--- src/rtl/temp_fifo.sv ---
// temp_fifo: circular-buffer FIFO for temperature samples with registered flags and read data.
// Optional TEMP_FIFO_DROP_CNT_EN adds a saturating drop_count of rejected writes.
module temp_fifo #(
  parameter int DEPTH = 8,
  parameter int AF_LEVEL = 6,
  parameter int ADDR_W = $clog2(DEPTH)
) (
  input  logic              clk,
  input  logic              reset,
  input  logic              wr_en,
  input  logic [7:0]        din,
  output logic              fifo_full,
  output logic              almost_full,
  input  logic              rd_en,
  output logic [7:0]        dout,
  output logic              rd_valid,
  output logic              empty,
  output logic [ADDR_W:0]   count,
`ifdef TEMP_FIFO_DROP_CNT_EN
  output logic [15:0]       drop_count,
`endif
  output logic              overflow
);
  localparam logic [ADDR_W:0] FULL_CNT = (ADDR_W+1)'(DEPTH);
  localparam logic [ADDR_W:0] AF_CNT = (ADDR_W+1)'(AF_LEVEL);
  logic [7:0] mem [DEPTH];
  logic [ADDR_W-1:0] wr_ptr, rd_ptr;
  logic wr_ok, rd_ok;
  logic [ADDR_W:0] count_next;
  assign wr_ok = wr_en && !fifo_full;
  assign rd_ok = rd_en && !empty;
  always_comb begin
    count_next = (wr_ok && !rd_ok) ? count + 1'b1 :
                 (rd_ok && !wr_ok) ? count - 1'b1 : count;
  end
  // Memory is intentionally not reset.
  always_ff @(posedge clk) begin
    if (wr_ok) mem[wr_ptr] <= din;
  end
  always_ff @(posedge clk or posedge reset) begin
    if (reset) begin
      wr_ptr <= '0;
      rd_ptr <= '0;
      count <= '0;
      fifo_full <= 1'b0;
      almost_full <= 1'b0;
      empty <= 1'b1;
      dout <= 8'h00;
      rd_valid <= 1'b0;
      overflow <= 1'b0;
    end else begin
      if (wr_ok) wr_ptr <= wr_ptr + 1'b1;
      if (rd_ok) rd_ptr <= rd_ptr + 1'b1;
      if (rd_ok) dout <= mem[rd_ptr];
      rd_valid <= rd_ok;
      count <= count_next;
      fifo_full <= count_next == FULL_CNT;
      empty <= count_next == '0;
      almost_full <= count_next >= AF_CNT;
      if (wr_en && fifo_full) overflow <= 1'b1;
    end
  end
`ifdef TEMP_FIFO_DROP_CNT_EN
  always_ff @(posedge clk or posedge reset) begin
    if (reset) drop_count <= '0;
    else if (wr_en && fifo_full && drop_count != 16'hFFFF) drop_count <= drop_count + 1'b1;
  end
`endif
endmodule

--- config.mk ---
export PLATFORM = sky130hd
export DESIGN_NAME = temp_fifo
export DESIGN_NICKNAME = d
export VERILOG_FILES = /design/src/rtl/temp_fifo.sv
export SDC_FILE = /design/constraint.sdc
export NUM_CORES = 1
export LEC_CHECK = 0
export CAP_MARGIN = 20
export CORE_MARGIN = 3
export CORE_UTILIZATION = 45
export CTS_CLUSTER_SIZE = 8
export DETAILED_ROUTE_END_ITERATION = 10
export GPL_TIMING_DRIVEN = 0
export HOLD_SLACK_MARGIN = 0.1
export PLACE_DENSITY = 0.65
export SLEW_MARGIN = 25
export SYNTH_ARGS = -nofsm -noshare
export SYNTH_HDL_FRONTEND = slang
export SYNTH_SLANG_ARGS = --single-unit
--- constraint.sdc ---
create_clock -name clk -period 1.8 [get_ports clk]
set_input_delay 0.18 -clock clk [delete_from_list [all_inputs] [get_ports clk]]
set_output_delay 0.18 -clock clk [all_outputs]
set_load 0.05 [all_outputs]
Word-level counts from Yosys, hierarchy flattened

Memory sizes are Yosys's and may differ from the RTL's. A register that Yosys moved wholly into a read port is not among the register bits.
Index checks and enable logic that the tools add are counted.
W data, S select, Z words.

Register bits after elaboration: 15
Memory bits (writable): 64
Input bits: 12
Output and inout bits: 17
Word-level logic and storage cells: 29
Memories: 1

Memory list:

| memory | words | bits a word | rd ports | clocked after Yosys merged registers in | write ports | RTL line | text |
|---|---|---|---|---|---|---|---|
| mem    | 8     | 8           | 1        | 1                                       | 1           | 26       | `logic [7:0] mem [DEPTH];` |

Add/sub/neg operators: 4
$lt $le $gt $ge: 1
Eq/ne operators: 1
Mux-type cells: 4
Reductions and logical operators: 10

Operators with widths:

| kind                  | count |
|---|---|
| $mux W4               | 2 |
| $add A3 B1 Y3 const B | 2 |
| $logic_and A1 B1 Y1   | 5 |
| $add A4 B1 Y4 const B | 1 |
| $eq A4 B4 Y1 const B  | 1 |
| $ge A4 B3 Y1 const B  | 1 |
| $logic_not A1 Y1      | 4 |
| $logic_not A4 Y1      | 1 |
| $sub A4 B1 Y4 const B | 1 |
| $mux W1               | 2 |

Depth between registers and ports, before layout

Gate-level depths: netlist of the first run.

Depth after elaboration: 7
Mapped depth: 6
Mapped depth without buffers: 5

Worst setup path before layout of the first run

No wires, ideal clock.

Path type: flip-flop to flip-flop
Start point: register fifo_full
End point: memory mem[0][0] (enable)
Setup time: 0.383 ns
Arrival: 1.589 ns
Data required time: 1.417 ns
Slack: -0.172 ns
Cell stages (with the launch flop): 5
Buffers on the path: 1
Clock period less this slack: 1.972 ns
Cells stage by stage: dfrtp_1 > nor2b_4 > buf_6 > nand2b_1 > nor3_1

Longest elaborated chain between the ends: 4

Ends and longest elaborated chain:

| element                       | RTL line | text |
|---|---|---|
| start: declaration            | 12       | `output logic fifo_full,` |
| start signal: assignment      | 45       | `fifo_full <= 1'b0;` |
| start signal: assignment      | 57       | `fifo_full <= count_next == FULL_CNT;` |
| $logic_not A1 Y1              | 30       | `assign wr_ok = wr_en && !fifo_full;` |
| $logic_and A1 B1 Y1           | 30       |  |
| $mux W1                       | 38       | `if (wr_ok) mem[wr_ptr] <= din;` |
| $mux W1 (implied by the code) | 38       |  |
| end: declaration              | 26       |  |

No other way between the ends.

Final worst setup path of the first run

Start point: register fifo_full
End point: memory mem[5][3] (enable)

Same word-level chain as after synthesis.

==> results.cfg, run 1 <==
[cells_and_area]
n_fill_cell = 585
fin_cells = 331
finalInstanceArea_um2 = 4140
final_nets = 243
finalCoreUtilization_pct = 56.2
drive_above_1_share_pct = 27.6
antenna_cells = 0
area_growth_pct = 19.8

[critical_path]
cp-end-kind = register
crit_arrival_ns = 1.76
path_delay_family = simple AND/OR/NAND/NOR gates
slowest_delay_ns = 0.55
cp-start-kind = register
required_ns = 1.78
crit_path_top_delay_cell = nor2_2
r2r_cells = 4
timing.rr.start = fifo_full
crit_fanout = 8
r2r_setup_slack_ns = 0.02
critical_path_buf_inv_count = 1
worst-path-stages = 4
timing.rr.end = mem[5][3]
crit_chain = nor2b_4 -> buf_6 -> nand2_1 -> nor2_2
critPathKind = reg2reg

[timing]
period_minus_slack_ns = 1.78
maxSlewHeadroom_pct = 43.1
hold_viol_final = 0
setup_viol = 0
skew_ns = 0.00927
worst_slew_pin_slew_ns = 0.852
setup_tns_ns = 0
max_freq_mhz = 563
rsz0062_at_grt = yes
fin_crit_sh_pct = 98.6
final.setup.worst_slack_ns = 0.0248
drv_slew = 0

[routing]
drc = 0
dr.first_iter.drc_count = 121
detail-route-antenna-nets = 0
num_vias = 1715
drt_pass1_iterations = 4
routedWlPerCell_um = 18.7
vias_per_cell = 5.18
wirelength_um = 6200

[floorplan]
io_pins = 29
die_area_um2 = 8770
die_h_um = 93.6
die_width_um = 93.6
start_util_pct = 46.9
core_um2 = 7370
num_rows = 31

[grt]
grtUsageTotal_pct = 15.6
grt_overflow = 0
grt_pass1_vias = 1778
grt_pass1_wl_um = 9850
grt_start_max_net_pins = 24
antenna_found_initial = 0

[run_status]
outcome = finished, final reports clean

[power]
irDropWorstVdd_uv = 574
p_leak_nw = 1.52
p_per_area_nw_per_um2 = 1710

[cts]
cts_tree = done
clock_sinks = 87
clkLatencyLatePin_ns = 0.35
clkTransAtPathRegs_ns = 0.09
hold_buffers = 0
ctsRootBufferMaster = clkbuf_8
clockBufferDepth = 2
h-tree-depth = 3
cts_buffers = 9

[placed_design]
dp_hpwl_um = 4010
gp_congestion = 0.736
dp_slack_ns = -0.491
place_area_um2 = 3870
io_buffers = 28
dpl.cell_count = 313

[synth]
synth_area_um2 = 3460
ys_seq_area_share_pct = 72.3
synth.avg_cell_area_um2 = 18.6
syn_nets = 202
ys.warnings.count = 0
netlist-cell-type-count = 31
ys_seq_elements = 87
netlist_instances = 186

[hold_path]
hp-class = in2async

[job]
cap_violations = 0
through the flow:
step           power [mW]  hold slack, ns
2_1_floorplan        4.97           0.181
3_3_place_gp         5.76           0.442
3_5_place_dp         5.81           0.453
4_1_cts              7.06           0.332
5_1_grt              7.48           0.411
6_report             7.09           0.302
timing repair:
| item | CTS | global route |
|---|---|---|
| pin swaps | 0 | 1 |
| setup endpoints to repair | 71 | 62 |
| setup buffers | 0 | 2 |
| resized for setup | 11 | 11 |
worst reg2reg max path, stage by stage, from the launching register on:
cell	delay, ns
dfrtp_1	0.43
nor2b_4	0.13
buf_6	0.14
nand2_1	0.17
nor2_2	0.55
how the worst max path moves through the flow:
stage                   start        end  slack [ns]
floorplan           fifo_full  mem[2][0]        0.04
global placement        wr_en  mem[2][2]       -0.44
detailed placement      wr_en  mem[6][2]       -0.49
CTS                 fifo_full  mem[0][5]       -0.18
global route        fifo_full  mem[4][5]        -0.1
finish              fifo_full  mem[5][3]        0.02
routing by layer:
metal	vias to the layer above	global-route usage (%)	routed length [um]
li1	789	-	-
met1	859	22.7	2900
met2	55	22.9	2830
met3	12	2.98	331
met4	0	7.22	129
met5	-	0	0
sequential cells by signal (all words and copies together), names as in the netlist:
| signal | flops |
|---|---|
| wr_ptr | 3 |
| fifo_full | 1 |
| mem | 64 |
| overflow | 1 |
| dout | 8 |
| almost_full | 1 |
| rd_ptr | 3 |
| rd_valid | 1 |
| count | 4 |
| empty | 1 |
layout by cell type, fill, tap and decap left out, types with 4 or more instances in the layout:
cell type        Yosys  layout
edfxtp_1            64      64
clkdlybuf4s50_1      0      23
dfrtp_1             22      22
mux4_2              16      16
nand2_1             15      15
clkbuf_8             0      10
o21ai_1              9       9
mux2i_1              8       6
nor2_2               0       6
nand2b_1             4       4
xnor2_1              4       4
ha_1                 4       4
dlygate4sd2_1        0       4
logic make-up after synthesis:
group | after synthesis | share of synthesized area [%]
AO/OA/AOI/OAI | 15 | 3.55
flip-flops | 87 | 72.3
XOR/XNOR | 7 | 2.21
multiplexers | 25 | 13.1
adder cells (fa/ha/maj) | 4 | 1.45
AND/OR/NAND/NOR | 36 | 5.61
buffers and inverters | 12 | 1.81
layout make-up:
class	count	area (um2)	area share [%]
clock inverters	6	45.0	1.09
repair buffers	30	318	7.68
plain buffers	8	61.3	1.48
clock buffers	10	138	3.33
flip-flops and latches	87	2500	60.4
well taps	99	124	2.99
multi-input cells	87	940	22.7
inverters	4	15.0	0.363
synth_stat cells (all sizes together):
cell type | n | share of area (%)
nor4 | 1 | 0.36
o21ai | 9 | 1.3
clkbuf | 1 | 0.11
nand2 | 15 | 1.6
xnor2 | 6 | 2.0
dfstp | 1 | 0.76
mux2i | 8 | 2.3
xor2 | 1 | 0.25
o21bai | 1 | 0.22
mux4 | 16 | 10
ha | 4 | 1.4
nor2 | 9 | 1.2
nor4b | 1 | 0.43
and2 | 1 | 0.25
buf | 7 | 1.3
o22ai | 1 | 0.36
nor3 | 3 | 0.43
edfxtp | 64 | 56
dfrtp | 22 | 16
mux2 | 1 | 0.33
a21o | 2 | 0.43
nand2b | 4 | 0.72
nor2b | 1 | 0.40
and3 | 1 | 0.18
inv | 4 | 0.43
a22oi | 2 | 1.2
power breakdown:
group | switching [mW] | leakage (nW) | internal [mW] | total, mW
clock | 0.688 | 0.0849 | 0.543 | 1.23
sequential | 0.285 | 0.854 | 2.65 | 2.93
combinational | 1.71 | 0.585 | 1.21 | 2.92
(Power assumes the default switching activity.)
==> run 2: changes to the inputs <==
--- a/config.mk
+++ b/config.mk
@@ -12,8 +12,8 @@
 export DETAILED_ROUTE_END_ITERATION = 10
 export GPL_TIMING_DRIVEN = 0
 export HOLD_SLACK_MARGIN = 0.1
-export PLACE_DENSITY = 0.65
-export SLEW_MARGIN = 25
+export PLACE_DENSITY = 0.62
+export SLEW_MARGIN = 40
 export SYNTH_ARGS = -nofsm -noshare
 export SYNTH_HDL_FRONTEND = slang
 export SYNTH_SLANG_ARGS = --single-unit
==> constraint.sdc (replaced) <==
create_clock -name clk -period 2.1 [get_ports clk]
set_input_delay 0.21 -clock clk [delete_from_list [all_inputs] [get_ports clk]]
set_output_delay 0.21 -clock clk [all_outputs]
set_load 0.05 [all_outputs]
==> results.cfg, run 2 (synthesized netlist as in run 1, its figures left out) <==
[run_status]
outcome = finished, final reports clean

[floorplan]
die_h_um = 93.6
num_rows = 31
die_width_um = 93.6
start_util_pct = 46.9
die_area_um2 = 8770
core_um2 = 7370
io_pins = 29

[cells_and_area]
top_register = mem
final_nets = 244
fin_cells = 332
final_cell_mix = edfxtp_1 (64), clkdlybuf4s50_1 (28), dfrtp_1 (22), mux4_2 (16), nand2_1 (15)
drive_above_1_share_pct = 26.6
layout_commonest_cell = edfxtp_1
area_growth_pct = 18.6
largest_registers = mem: 64 flops, dout: 8 flops, count: 4 flops
antenna_cells = 0
largest_reg_flops = 64

[grt]
grtUsageTotal_pct = 16.2
antenna_found_initial = 0
grt_start_max_net_pins = 24
grt_overflow = 0
grt_pass1_wl_um = 10100
grt_pass1_vias = 1792

[routing]
drc = 0
num_vias = 1735
routedWlPerCell_um = 18.8
vias_per_cell = 5.23
detail-route-antenna-nets = 0
dr.first_iter.drc_count = 165
wirelength_um = 6250
drt_pass1_iterations = 4

[cts]
post_cts_buffers = 0
hold_buffers = 0
clkTransAtPathRegs_ns = 0.09
clockBufferDepth = 2
h-tree-depth = 3
cts_buffers = 9
cts-resized-gates = 0
clkLatencyLatePin_ns = 0.34
cts_tree = done
ctsRootBufferMaster = clkbuf_8
clock_sinks = 87

[placed_design]
dp_hpwl_um = 4310
dpl.cell_count = 316
gp_congestion = 0.753
io_buffers = 28
dp_slack_ns = -0.133

[timing]
final.setup.worst_slack_ns = 0.201
maxSlewHeadroom_pct = 57.7
fin_crit_sh_pct = 90.4
skew_ns = 0.00961
rsz0062_at_grt = no
max_freq_mhz = 527
setup_viol = 0
drv_slew = 0
worst_slew_pin_slew_ns = 0.634
hold_viol_final = 0
period_minus_slack_ns = 1.90

[hold_path]
hp-class = in2async

[critical_path]
cp-end-kind = register
crit_fanout = 8
critPathKind = reg2reg
required_ns = 2.16
crit_arrival_ns = 1.96
cp-start-kind = register

[power]
p_per_area_nw_per_um2 = 1490
p_leak_nw = 1.50
irDropWorstVdd_uv = 563

[job]
cap_violations = 0
run 2: worst paths after layout:
kind / start / to / slack (ns) / cells after the start
min in group clk: overflow / overflow / 0.46 / 1
worst min register to register: overflow / overflow / 0.46 / 1
worst min-delay path: reset / rd_valid / 0.19 / 2
worst max register to register: fifo_full / mem[1][0] / 0.20 / 6
worst max-delay path: fifo_full / mem[1][0] / 0.20 / 6
max in group asynchronous: reset / empty / 1.55 / 2
run 2: critical path, cell delays in order (launching register included):
cell and delay (ns):
dfrtp_1 0.43, nor2b_4 0.12, buf_6 0.14, nand2_1 0.15, nor3_2 0.34, buf_2 0.25, buf_2 0.18
run 2: stage by stage:
stage               power [mW]  cell area [um2]  setup TNS, ns  hold slack (ns)  utilization (%)
floorplan                 4.25             3460              0            0.211                -
global placement          4.90             3860         -13.13            0.438             52.4
detailed placement        5.04             3900         -0.552            0.448             53.0
CTS                       6.18             4100              0            0.364             55.6
global route              6.45             4100              0            0.229             55.6
finish                    6.11             4100              0            0.194             55.6
run 2: report_power, final:
group | total [mW] | switching [mW] | internal (mW)
registers | 2.50 | 0.235 | 2.27
logic | 2.47 | 1.47 | 0.995
clock network | 1.14 | 0.579 | 0.556
total | 6.11 | 2.29 | 3.82
run 2: area by class of cell:
cell class / instances / area (um2)
Tap cell: 99 / 124
Clock buffer: 10 / 128
Multi-Input combinational cell: 87 / 920
Sequential cell: 87 / 2500
Buffer: 8 / 47.5
Inverter: 4 / 15.0
Timing Repair Buffer: 31 / 298
Fill cell: 615 / 3270
Clock inverter: 6 / 67.6
run 2: routing by layer:
metal  up-vias  share of wire, %  GRT usage (%)
met5         -                 0              0
met4         0               1.5           6.26
met3         9               5.1           3.30
met2        55                51           26.0
met1       876                43           22.0
li1        795                 -              -
